===== config.mk =====
export PLATFORM = sky130hd
export DESIGN_NAME = e203_ifu_brpred
export DESIGN_NICKNAME = d
export VERILOG_FILES = /design/src/rtl/e203_ifu_brpred.sv
export SDC_FILE = /design/constraint.sdc
export NUM_CORES = 1
export LEC_CHECK = 0
export CAP_MARGIN = 40
export CORE_MARGIN = 8
export CORE_UTILIZATION = 33
export CTS_BUF_LIST = sky130_fd_sc_hd__clkbuf_8
export CTS_CLUSTER_SIZE = 12
export DETAILED_ROUTE_END_ITERATION = 7
export GPL_ROUTABILITY_DRIVEN = 0
export PLACE_DENSITY = 0.83
export RECOVER_POWER = 25
export SLEW_MARGIN = 30
export SYNTH_ARGS = -nofsm -noshare
export SYNTH_HDL_FRONTEND = slang
export SYNTH_SLANG_ARGS = --single-unit

===== constraint.sdc =====
create_clock -name clk -period 3 [get_ports clk]
set_input_delay 0.9 -clock clk [delete_from_list [all_inputs] [get_ports clk]]
set_output_delay 0.9 -clock clk [all_outputs]
set_load 0.03 [all_outputs]

===== src/rtl/e203_ifu_brpred.sv =====
// Static branch predictor for the IFU: predicts direction and supplies next-PC adder operands,
// fetching JALR base registers from x0, the forwarded x1 copy, or regfile read port 1.
module e203_ifu_brpred #(
    parameter int unsigned PC_SIZE = 32,
    parameter int unsigned XLEN    = 32
) (
    input  logic               clk,
    input  logic               rst_n,
    input  logic [PC_SIZE-1:0] pc,
    input  logic               dec_i_valid,
    input  logic               dec_i_ready,
    input  logic               dec_jal,
    input  logic               dec_jalr,
    input  logic               dec_bxx,
    input  logic [31:0]        dec_bjp_imm,
    input  logic [4:0]         dec_jalr_rs1idx,
    input  logic               oitf_empty,
    input  logic               ir_valid,
    input  logic               ir_rs1en,
    input  logic               ir_rd_wen,
    input  logic [4:0]         ir_rd_idx,
    input  logic [XLEN-1:0]    rf2bpu_x1,
    input  logic [XLEN-1:0]    rf2bpu_rs1,
    input  logic               flush_req,
    output logic               bpu2rf_rs1_ena,
    output logic               bpu_wait,
    output logic               prdt_taken,
    output logic [PC_SIZE-1:0] prdt_pc_add_op1,
    output logic [PC_SIZE-1:0] prdt_pc_add_op2
);

    typedef enum logic [1:0] {StIdle, StReq, StRdy} state_e;

    state_e            state_q, state_d;
    logic [XLEN-1:0]   rs1_q, rs1_d;

    logic jal_v, jalr_v, bxx_v;
    logic is_x0, is_x1, is_xn;
    logic dep_x1, dep_xn, port_busy;
    logic leave_wait;

    always_comb begin
        jal_v     = dec_i_valid & dec_jal;
        jalr_v    = dec_i_valid & dec_jalr;
        bxx_v     = dec_i_valid & dec_bxx;
        is_x0     = (dec_jalr_rs1idx == 5'd0);
        is_x1     = (dec_jalr_rs1idx == 5'd1);
        is_xn     = ~is_x0 & ~is_x1;
        dep_x1    = ~oitf_empty | (ir_valid & ir_rd_wen & (ir_rd_idx == 5'd1));
        dep_xn    = ~oitf_empty | (ir_valid & ir_rd_wen & (ir_rd_idx == dec_jalr_rs1idx));
        port_busy = ir_valid & ir_rs1en;
        leave_wait = dec_i_ready | flush_req;
    end

    always_comb begin
        // Backward conditional branches (negative offset) are predicted taken.
        prdt_taken      = jal_v | jalr_v | (bxx_v & dec_bjp_imm[31]);
        prdt_pc_add_op2 = PC_SIZE'(dec_bjp_imm);
        bpu2rf_rs1_ena  = (state_q == StIdle) & jalr_v & is_xn & ~dep_xn & ~port_busy
                          & ~flush_req;

        prdt_pc_add_op1 = pc;
        bpu_wait        = 1'b0;
        if (jalr_v) begin
            if (is_x0) begin
                prdt_pc_add_op1 = '0;
            end else if (is_x1) begin
                prdt_pc_add_op1 = PC_SIZE'(rf2bpu_x1);
                bpu_wait        = dep_x1;
            end else begin
                // Read data arrives the cycle after the request; afterwards it lives in rs1_q.
                prdt_pc_add_op1 = (state_q == StReq) ? PC_SIZE'(rf2bpu_rs1) : PC_SIZE'(rs1_q);
                bpu_wait        = (state_q == StIdle);
            end
        end
    end

    always_comb begin
        state_d = state_q;
        rs1_d   = rs1_q;
        case (state_q)
            StIdle: begin
                if (bpu2rf_rs1_ena) begin
                    state_d = StReq;
                end
            end
            StReq: begin
                rs1_d   = rf2bpu_rs1;
                state_d = leave_wait ? StIdle : StRdy;
            end
            StRdy: begin
                if (leave_wait) begin
                    state_d = StIdle;
                end
            end
            default: state_d = StIdle;
        endcase
    end

    always_ff @(posedge clk or negedge rst_n) begin
        if (!rst_n) begin
            state_q <= StIdle;
            rs1_q   <= '0;
        end else begin
            state_q <= state_d;
            rs1_q   <= rs1_d;
        end
    end

endmodule


; ---- Yosys cells after proc, flatten, opt, wreduce, memory -nomap -nowiden
; Cells that the tools add are included.
[op_classes]
muxes = 11
eq_ne = 7
n_bitwise = 25
n_reduce_logical = 3
[ops]
columns = op, n
row1 = $mux W32, 4
row2 = $and A1 B1 Y1, 14
row3 = $eq A5 B1 Y1 const B, 2
row4 = $mux W2, 3
row5 = $not A1 Y1, 6
row6 = $pmux W2 S3, 1
row7 = $eq A5 B5 Y1, 1
row8 = $logic_not A5 Y1, 1
row9 = $or A1 B1 Y1, 5
row10 = $ne A2 B2 Y1 const B, 2
row11 = $mux W1, 3
row12 = $eq A2 B1 Y1 const B, 1
row13 = $eq A2 B2 Y1 const B, 1
row14 = $logic_not A2 Y1, 1
row15 = $reduce_and A2 Y1, 1
[totals]
register_bits = 34
in_bits = 150
output_inout_bits = 67
wordCells = 48

; ---- Logic depth before layout (Yosys ltp)
[depth]
word_depth = 9
depth_mapped = 5
ltp_nobuf = 3

; ---- Worst setup path after synthesis
; No wires, ideal clock.
[synth_timing]
path_kind = input -> output
startpoint = input port dec_jalr_rs1idx[2]
endpoint = output port prdt_pc_add_op1[0]
setup_slack_ns = 0.064
n_path_buf = 1
path_stages = 4
arrival_ns = 2.036
required_ns = 2.100
cell_sequence = nor4_4 -> nor2_2 -> buf_6 -> a221o_1
[synth_between]
elab_chain_cells = 4
elab_cells_between_ends = 5
cone_classes = eq/ne: 1 / mux: 3 / reduce/logical: 1
[synth_rtl]
columns = element, line
row1 = "start, declared", 16  ; input logic [4:0] dec_jalr_rs1idx,
row2 = $eq A5 B1 Y1, 47  ; is_x1 = (dec_jalr_rs1idx == 5'd1);
row3 = $mux W32, 67  ; end else if (is_x1) begin
row4 = $mux W32 *, 65  ; if (is_x0) begin
row5 = $mux W32 *, 64  ; if (jalr_v) begin
row6 = "end, declared", 28  ; output logic [PC_SIZE-1:0] prdt_pc_add_op1,
; Every way passes the cells marked *; elsewhere a longest branch is shown, timed or not.

; ---- Worst setup path after layout
[layout_timing]
startpoint = input port dec_jalr_rs1idx[3]
endpoint = output port prdt_pc_add_op1[10]
; The elaborated chain is that of the path after synthesis.

==> results.toml <==
[routing]
vias = 2330
wl_um = 9520
wl_per_cell_um = 21.4
first_pass_iters = 4
drt_iter0_drc = 58
drtAntennaViolNets = 0
viasPerCell = 5.24
route.detailed.drc = 0

[critical_path]
startpoint = "dec_jalr_rs1idx[3]"
start_kind = "primary input"
worstPathRequired_ps = 2100
cp_data_arrival_time_ps = 2180
cp_max_fo = 8
end_kind = "output port"
path_class = "in -> out"
r2r_slack_ps = 1670
timing.rr.end = "rs1_q[31]"
crit_end = "prdt_pc_add_op1[10]"
worst_r2r_path_depth = 3
regToRegStartpoint = "state_q[1]"

[finish]
final_util_pct = 59.4
fill_cells = 619
drive_above_1_share_pct = 34.4
area_growth_syn_to_layout_pct = 72.8
n_antenna_cell = 0
fin_nets = 495

[synthesis]
syn_inst = 208
synthesis.area_mm2 = 0.00250
ys_types = 24
synthTopCellsByArea = "dfrtp_1 (34%), mux2_4 (18%), a221o_1 (13%)"
synth_sequential_area_ratio_pct = 34.0
synth_warnings = 0
yosysTopAreaCell = "dfrtp_1"
avgSynthCellArea_um2 = 12.0
synth_top_area_share_pct = 34.0
syn-num-nets = 358
synth_seq_cells = 34
synth_ff_type = "dfrtp_1"
synth_edf_count = 0
synth-async-reset-ratio_pct = 100
synth_common_cells = "dfrtp_1 (34), a221o_1 (32), and4_1 (32), buf_4 (32), mux2_4 (30)"
yosysMostFrequentCell = "dfrtp_1"

[placed_design]
pre_cts_slack_ps = -471
place_hpwl_um = 7120
port_buffers = 154

[power_and_ir_drop]
p_per_area_mw_per_mm2 = 406
ir_drop_mv = 0.179
power.leakage_nw = 1.84
p_total_mw = 1.76

[sta]
drv_slew = 0
rsz0062_at_grt = "yes"
min_period_ps = 3080
finalCritPeriodShare_pct = 103
hold_violations = 0
worst_slack_ps = -83.8
setup_viol = 32
max-slew-margin-rel_pct = 33.3
max_freq_mhz = 324
tightest_slew_ps = 1000
fin_skew_ps = 5.96
hold_slack_ps = 493

[floorplan]
dieWidth_um = 103
core_area_mm2 = 0.00729
rows = 31
io_pins = 217
die_area_mm2 = 0.0106
start_util_pct = 34.4
die_y_um = 103

[clock_network]
clockRootBuffer = "clkbuf_8"
htree_levels = 2
tritoncts = "yes"
cts_buffer_depth = 2
cts_sinks = 34
cts.reportedPaths.clkPinSlew_ps = 60
cts_buffers = 5
clk_latency_ps = 280

[grt]
grt_pass1_vias = 2611
grt_pass1_wl_um = 14100
grt_remaining_overflow = 0
grt_max_degree = 35
antenna_found_initial = 0
grt_use_total_pct = 17.2

[hold_path]
worstHoldPathCells = 1
hold_class = "reg -> reg"

[run_status]
status = "finished, violations left"
failed_checks = "negative setup slack"

[run]
cap_violations = 0
[power breakdown]
group	internal (mW)	switching, mW
clock	0.232	0.162
combinational	0.451	0.304
sequential	0.573	0.0354
total	1.26	0.502
[per-stage QoR]
stage / TNS (ps) / area (um2) / std cells
finish: -1680 / 4330 / 445
floorplan: 0 / 2500 / 208
global placement: -13400 / 3970 / 431
global route: -2840 / 4330 / 445
detailed placement: -14930 / 3970 / 431
CTS: -1190 / 4290 / 442
[worst max-delay path, cell delays in order]
cell and delay, ps:
buf_8 100, nor4_4 290, buf_6 170, nor2_4 80, clkbuf_16 170, a221o_1 320
buf_6 140
[routing by layer]
metal | global-route usage, % | vias up | routed length (um)
li1 | - | 1067 | -
met1 | 17.7 | 1120 | 3550
met2 | 31.1 | 114 | 4760
met3 | 6.28 | 29 | 903
met4 | 6.79 | 0 | 310
met5 | 0 | - | 0
[cells by family after synthesis]
| kind of cell | Yosys count | synth area share (%) |
|---|---|---|
| AOI/OAI and AO/OA | 37 | 14.6 |
| xor gates and xnor gates | 6 | 2.10 |
| buffers and inverters | 52 | 15.1 |
| DFF | 34 | 34.0 |
| muxes | 33 | 19.3 |
| and+or+nand+nor | 46 | 14.9 |
[cell usage in the layout, fill, tap and decap left out, types with 2 or more instances in the layout]
master	n
clkdlybuf4s50_1	102
buf_6	39
dfrtp_1	34
a221o_1	32
and4_1	31
mux2_4	30
buf_4	12
buf_12	9
clkbuf_8	8
dlygate4sd2_1	6
xnor2_1	5
buf_2	4
mux2_2	3
o311a_1	3
nand2_1	2
nor3_1	2
clkbuf_1	2
clkdlybuf4s15_1	2
[area by class of cell]
type / instances / area [um2] / share of cell area, %
multi-input combinational: 122 / 1320 / 30.6
inverter: 1 / 3.75 / 0.0867
clock buffer: 8 / 110 / 2.54
tap: 99 / 124 / 2.86
sequential: 34 / 851 / 19.7
timing repair buffer: 181 / 1920 / 44.3
[worst min-delay path by stage]
stage          startpoint        end  slack, ps
2_1_floorplan    rs1_q[0]   rs1_q[0]        470
3_3_place_gp    rs1_q[11]  rs1_q[11]        480
3_5_place_dp    rs1_q[24]  rs1_q[24]        480
4_1_cts          rs1_q[6]   rs1_q[6]        500
5_1_grt         rs1_q[16]  rs1_q[16]        500
6_report         rs1_q[6]   rs1_q[6]        490
[flip-flops by register name (all words and copies together), names as in the netlist]
name / flops
state_q: 2
rs1_q: 32
[what timing repair did]
action                     in CTS  in global routing
cloned                          1                  1
buffers inserted                2                  2
gates resized for setup        91                  6
setup endpoints to repair      34                 34
pin swaps                      16                 13
hold buffers                    0                  0
(Power assumes the default switching activity.)
